<file path="src/rtl/id_decode_buffer.sv">
// rtl/id_decode_buffer.sv - decode stage: splits fetched instructions and queues operand bundles for EX
//
// Ports:
//   clk, rst_n            clock, asynchronous active-low reset
//   flush                 synchronous discard of every buffered bundle
//   in_valid/in_ready     fetch handshake; in_instr, in_pc carry the instruction
//   rs1_addr/rs2_addr     register-file read addresses (combinational from in_instr)
//   rs1_data/rs2_data     register-file read data, sampled when the bundle is accepted
//   out_valid/out_ready   EX handshake for the head bundle
//   out_*                 decoded fields of the head bundle, all zero while empty

module id_decode_buffer #(
  parameter int DEPTH = 2
) (
  input  logic        clk,
  input  logic        rst_n,
  input  logic        flush,
  input  logic        in_valid,
  output logic        in_ready,
  input  logic [31:0] in_instr,
  input  logic [63:0] in_pc,
  output logic [4:0]  rs1_addr,
  output logic [4:0]  rs2_addr,
  input  logic [63:0] rs1_data,
  input  logic [63:0] rs2_data,
  output logic        out_valid,
  input  logic        out_ready,
  output logic [6:0]  out_opcode,
  output logic [2:0]  out_funct3,
  output logic [6:0]  out_funct7,
  output logic [11:0] out_immed,
  output logic [63:0] out_reg1,
  output logic [63:0] out_reg2,
  output logic [4:0]  out_rd,
  output logic [63:0] out_pc,
  output logic        out_illegal
);

  localparam int AW = $clog2(DEPTH);
  localparam int CW = $clog2(DEPTH + 1);

  localparam logic [6:0] OP_R = 7'b0110011;
  localparam logic [6:0] OP_I = 7'b0010011;

  typedef struct packed {
    logic [6:0]  opcode;
    logic [2:0]  funct3;
    logic [6:0]  funct7;
    logic [11:0] immed;
    logic [63:0] reg1;
    logic [63:0] reg2;
    logic [4:0]  rd;
    logic [63:0] pc;
    logic        illegal;
  } bundle_t;

  bundle_t        mem [DEPTH];
  bundle_t        dec;
  bundle_t        head;
  logic [AW-1:0]  rd_ptr;
  logic [AW-1:0]  wr_ptr;
  logic [CW-1:0]  count;
  logic           push;
  logic           pop;

  assign rs1_addr  = in_instr[19:15];
  assign rs2_addr  = in_instr[24:20];

  assign in_ready  = (count != CW'(DEPTH));
  assign out_valid = (count != '0);
  assign push      = in_valid && in_ready;
  assign pop       = out_valid && out_ready;

  // Decode of the incoming instruction. Unsupported encodings keep the
  // R-type field split so EX/commit still sees the raw fields of the trap.
  always_comb begin
    logic [6:0] op;
    logic [2:0] f3;
    logic [6:0] f7;
    logic       is_r;
    logic       is_i;
    logic       legal_r;
    logic       legal_i;

    op   = in_instr[6:0];
    f3   = in_instr[14:12];
    f7   = in_instr[31:25];
    is_r = (op == OP_R);
    is_i = (op == OP_I);

    legal_r = ((f3 == 3'b000) && ((f7 == 7'b0000000) || (f7 == 7'b0100000))) ||
              (((f3 == 3'b111) || (f3 == 3'b110) || (f3 == 3'b100)) && (f7 == 7'b0000000));
    legal_i = (f3 == 3'b000) || (f3 == 3'b100) || (f3 == 3'b110) || (f3 == 3'b111);

    dec         = '0;
    dec.opcode  = op;
    dec.funct3  = f3;
    dec.funct7  = is_i ? 7'd0 : f7;
    dec.immed   = is_i ? in_instr[31:20] : 12'd0;
    // x0 always reads as zero whatever the register file returns
    dec.reg1    = (rs1_addr == 5'd0) ? 64'd0 : rs1_data;
    dec.reg2    = (is_i || (rs2_addr == 5'd0)) ? 64'd0 : rs2_data;
    dec.rd      = in_instr[11:7];
    dec.pc      = in_pc;
    dec.illegal = !((is_r && legal_r) || (is_i && legal_i));
  end

  always_ff @(posedge clk or negedge rst_n) begin
    if (!rst_n) begin
      rd_ptr <= '0;
      wr_ptr <= '0;
      count  <= '0;
    end else if (flush) begin
      rd_ptr <= '0;
      wr_ptr <= '0;
      count  <= '0;
    end else begin
      if (push) wr_ptr <= wr_ptr + AW'(1);
      if (pop)  rd_ptr <= rd_ptr + AW'(1);
      case ({push, pop})
        2'b10:   count <= count + CW'(1);
        2'b01:   count <= count - CW'(1);
        default: count <= count;
      endcase
    end
  end

  // Payload storage needs no reset: the outputs are gated by out_valid.
  always_ff @(posedge clk) begin
    if (push && !flush) mem[wr_ptr] <= dec;
  end

  always_comb begin
    head = '0;
    if (out_valid) head = mem[rd_ptr];
  end

  assign out_opcode  = head.opcode;
  assign out_funct3  = head.funct3;
  assign out_funct7  = head.funct7;
  assign out_immed   = head.immed;
  assign out_reg1    = head.reg1;
  assign out_reg2    = head.reg2;
  assign out_rd      = head.rd;
  assign out_pc      = head.pc;
  assign out_illegal = head.illegal;

endmodule

</file>
<file path="config.mk">
export PLATFORM = sky130hd
export DESIGN_NAME = id_decode_buffer
export DESIGN_NICKNAME = d
export VERILOG_FILES = /design/src/rtl/id_decode_buffer.sv
export SDC_FILE = /design/constraint.sdc
export NUM_CORES = 1
export LEC_CHECK = 0
export ABC_AREA = 1
export CORE_MARGIN = 5
export CORE_UTILIZATION = 53
export DETAILED_ROUTE_END_ITERATION = 16
export PLACE_DENSITY = 0.86
export SYNTH_ARGS = -nofsm -noshare
export SYNTH_HDL_FRONTEND = slang
export SYNTH_SLANG_ARGS = --single-unit
</file>
<file path="constraint.sdc">
create_clock -name clk -period 17.9 [get_ports clk]
set_input_delay 1.79 -clock clk [delete_from_list [all_inputs] [get_ports clk]]
set_output_delay 1.79 -clock clk [all_outputs]
set_load 0.05 [all_outputs]
</file>
==> results by stage <==
Power and ir drop:
- VDD sags by at most 0.103 mV.
- The static leakage power is about 9.4 nW.
- In this run the power density over the cells is roughly 130 mW/mm².

GRT:
- The first-pass GRT wire length is ~76000 µm.
- The total grt overflow is 0.
- Entering global routing, the biggest net connects ~130 pins.
- Across every metal layer, demand over resource in global routing totals 0.251.
- The number of antenna violations at the first check in global routing came to 2.
- The number of global-route vias before repair was between 10000 and 15000.

Clocking:
- CTS placed an instance of sky130_fd_sc_hd__clkbuf_16 at the clock tree root.
- The TritonCTS sink count is between 400 and 500.
- The CTS tree is yes.
- The number of buffers created by CTS is 46.
- The count of instances resized after the clock tree is built is 0.
- The clock tree synthesis step divided the H-tree into 2 levels.
- The number of setup buffers added after CTS is 0.
- Hold repair after CTS inserted 0 buffers.
- After clock tree synthesis, the clock-pin slew on the worst setup and hold paths is around 0.060 ns.
- The clock network latency to the later pin of the worst-skew pair is approximately 0.56 ns.
- Counting along the longest clock path gives a buffer depth of 3.

Yosys:
- The commonest cells after synthesis are 536 x sky130_fd_sc_hd__nand2_1, 454 x sky130_fd_sc_hd__edfxtp_1, 230 x sky130_fd_sc_hd__a21oi_1, 149 x sky130_fd_sc_hd__inv_1, 87 x sky130_fd_sc_hd__nor2_1.
- The number of nets produced by synthesis is approximately 1800.
- The predominant post-synthesis flop cell is sky130_fd_sc_hd__edfxtp_1.
- The number of library cell types mapped by synthesis is 20.
- The synthesized netlist occupies a cell area of between 0.015 and 0.02 mm².
- Each instance of the synthesized netlist takes up on average 11.7 µm².
- The post-synthesis cell count is around 1600.
- The total number of yosys warnings is 0.
- The register bit count reported by yosys is between 400 and 500.
- The share of synthesized area in the top cell type comes to 0.737.
- The most common cell in the synthesized netlist is sky130_fd_sc_hd__nand2_1.
- Yosys attributes the largest share of cell area to sky130_fd_sc_hd__edfxtp_1 74%, sky130_fd_sc_hd__nand2_1 11%, sky130_fd_sc_hd__a21oi_1 6.2%, sky130_fd_sc_hd__inv_1 3.0%, sky130_fd_sc_hd__buf_2 1.9%.
- The part of the Yosys area used for sequential elements is 0.743.
- The synthesized design contains 454 enable-type register cells.
- The post-synthesis async set-or-reset flop share is 0.00873.
- Of all cell types, the one taking the most synthesized area is sky130_fd_sc_hd__edfxtp_1.

Routing:
- Summed over all layers, the routed wires come to approximately 51000 µm.
- The count of nets left with antenna violations once routing finished came out at 0.
- Summing over every cut layer, the via total after detailed routing is 13400.
- The first detailed-routing pass ran for 9 iterations.
- Dividing the detail-routed wire length by the instance count gives a little over 20 µm.
- After detailed routing, the number of remaining DRC violations is 0.
- The number of DRC markers in iteration 0 is approximately 1100.
- The per-cell via count in the routed design is approximately 5.4.

Setup path:
- The critical path in this run is classified as flip-flop to primary output.
- The element type at the critical path start is a flip-flop.
- The critical-path maximum fanout is roughly 130.
- The worst path buffer plus inverter count is 3.
- The end of the worst register-to-register path is mem[1][26].
- In this design, the stage delay of the slowest critical-path cell is 0.96 ns.
- The launch point of the worst reg-to-reg path is count[0].
- The number of cells on the worst reg-to-reg path is 6.
- Counting buffers and inverters, the worst setup path is 5 cells deep.
- The data required time of the critical path is approximately 16 ns.
- The critical path endpoint category is a primary output.
- For flop-to-flop paths, the worst setup slack is 14.31 ns.
- Walking the worst path, the cells encountered are inv_6 -> buf_4 -> nand2_1 -> a21oi_1 -> clkdlybuf4s50_1.
- On the critical path, the stage with the largest delay is an instance of sky130_fd_sc_hd__buf_4.
- The kind of cell with the highest combined delay along the critical path is buffers and inverters.
- For the worst setup path, the data arrival time is ~4.4 ns.

Status:
- The flow ran to the end, and the final reports show no timing, DRC or antenna violations.

Floorplanning:
- The number of I/O pins is ~470.
- For this configuration, the core starts out at a cell density of 0.537.
- After floorplanning, the core was divided into 68 placement rows.
- The placeable core area is ~0.034 mm².
- The full die area is between 0.03 and 0.04 mm².
- The height of the die is 197 µm.
- The die is roughly 200 µm wide.

Finish:
- The post-route standard cell area excluding fillers is 0.0247 mm².
- At the end of the flow, the number of nets in the layout was 2236.
- Measured on the finished design, the core utilization comes to 0.718.
- Of the cells placed in the final design, the portion with a size suffix greater than 1 is 0.0421.
- Counting the fill cells in the layout gives 2172.
- The signed area change from the synthesized netlist to the final layout is 33.8%.

STA:
- The final-report hold violation count came to 0.
- The count of final max-slew check failures is 0.
- Hold is met by about 0.55 ns.
- Setup repair after global routing left no endpoint under its margin.
- The final total negative setup slack is 0 ns.
- The count of final setup violators is 0.
- The slew of the pin with the lowest slew margin is around 1.2 ns.
- For the finished layout, the period the worst path requires is roughly 6.2 ns.
- The period utilization is 0.347.
- The highest achievable clock rate is between 0.15 and 0.2 GHz.
- The final setup skew is 0.0213 ns.
- Measured against its own limit, the worst slew margin works out to 0.189.

Place:
- The final weighted congestion in routability-driven placement is between 0.8 and 0.9.
- The post-DP HPWL is 32300 µm.
- The count of port buffers added during placement is 467.
- In this run the cell area measured after placement is 0.0233 mm².

Hold path:
- The worst hold path stage count is 1.
- The class of the tightest hold or removal check is flip-flop to flip-flop.
- The worst min-delay path endpoint is wr_ptr.
- The worst hold path begins at wr_ptr.

Run:
- The max-cap check violation count is 0.
[cell type report]
class	instances	area, µm²	area share
multi-input cells	873	3640	0.147
diodes	1	2.50	0.000101
clock inverters	28	284	0.0115
well taps	455	569	0.0230
flip-flops and latches	458	13700	0.555
clock buffers	55	1180	0.0479
repair buffers	479	4760	0.193
inverters	149	564	0.0228
[registers in the layout (all words and copies together), names as in the netlist]
name and cells:
wr_ptr 1, count 2, mem 454, rd_ptr 1
[power by group]
part / switching, mW / total, mW / internal [mW]
registers: 0.0229 / 1.27 / 1.25
logic: 0.728 / 1.02 / 0.295
clock network: 0.393 / 0.940 / 0.547
total: 1.14 / 3.23 / 2.09
[routing by layer]
| layer | wire length (µm) | vias up | track usage |
|---|---|---|---|
| met5 | 20 | - | 0 |
| met4 | 1970 | 2 | 0.0917 |
| met3 | 5030 | 134 | 0.0655 |
| met2 | 25900 | 704 | 0.440 |
| met1 | 17600 | 6404 | 0.299 |
| li1 | - | 6121 | - |
[placed cells by master (no fill, tap or decap)]
master	count
sky130_fd_sc_hd__nor4_1	1
sky130_fd_sc_hd__dfrtp_1	3
sky130_fd_sc_hd__clkbuf_1	9
sky130_fd_sc_hd__clkinv_1	9
sky130_fd_sc_hd__nand3_1	5
sky130_fd_sc_hd__clkinv_8	1
sky130_fd_sc_hd__nand2_1	535
sky130_fd_sc_hd__dfrtp_4	1
sky130_fd_sc_hd__nor2_1	85
sky130_fd_sc_hd__nand2_2	1
sky130_fd_sc_hd__clkdlybuf4s50_1	467
sky130_fd_sc_hd__bufinv_16	5
sky130_fd_sc_hd__nor3_2	1
sky130_fd_sc_hd__diode_2	1
sky130_fd_sc_hd__nor2_4	3
sky130_fd_sc_hd__o21ai_2	1
sky130_fd_sc_hd__nand4_1	4
sky130_fd_sc_hd__o21ai_0	3
sky130_fd_sc_hd__o21ai_4	1
sky130_fd_sc_hd__nor3_1	2
sky130_fd_sc_hd__edfxtp_1	454
sky130_fd_sc_hd__o22ai_1	1
sky130_fd_sc_hd__clkbuf_16	46
sky130_fd_sc_hd__buf_4	12
sky130_fd_sc_hd__a21oi_1	230
sky130_fd_sc_hd__inv_6	6
sky130_fd_sc_hd__inv_1	148
sky130_fd_sc_hd__clkinv_2	8
[how the worst max path moves through the flow]
stage | startpoint | to
2_1_floorplan | in_valid | mem[0][0]
3_3_place_gp | rd_ptr | out_reg2[54]
3_5_place_dp | rd_ptr | out_reg2[54]
4_1_cts | rd_ptr | out_reg2[54]
5_1_grt | rd_ptr | out_reg2[54]
6_report | rd_ptr | out_pc[46]
[cells by family after synthesis]
group,after synthesis,share of synthesized area
and+or+nand+nor,637,0.131
DFF,458,0.743
buffers and inverters,247,0.0618
AOI/OAI and AO/OA,236,0.0647
[metrics by stage]
stage          power, mW  instances  setup slack [ns]
2_1_floorplan       1.96       1578              5.58
4_1_cts             3.25       2497             11.57
3_5_place_dp        2.31       2414             12.18
3_3_place_gp        2.29       2414             12.18
5_1_grt             3.34       2498             11.36
6_report            3.23       2498             11.69
Power figures use the tool's default switching activity.
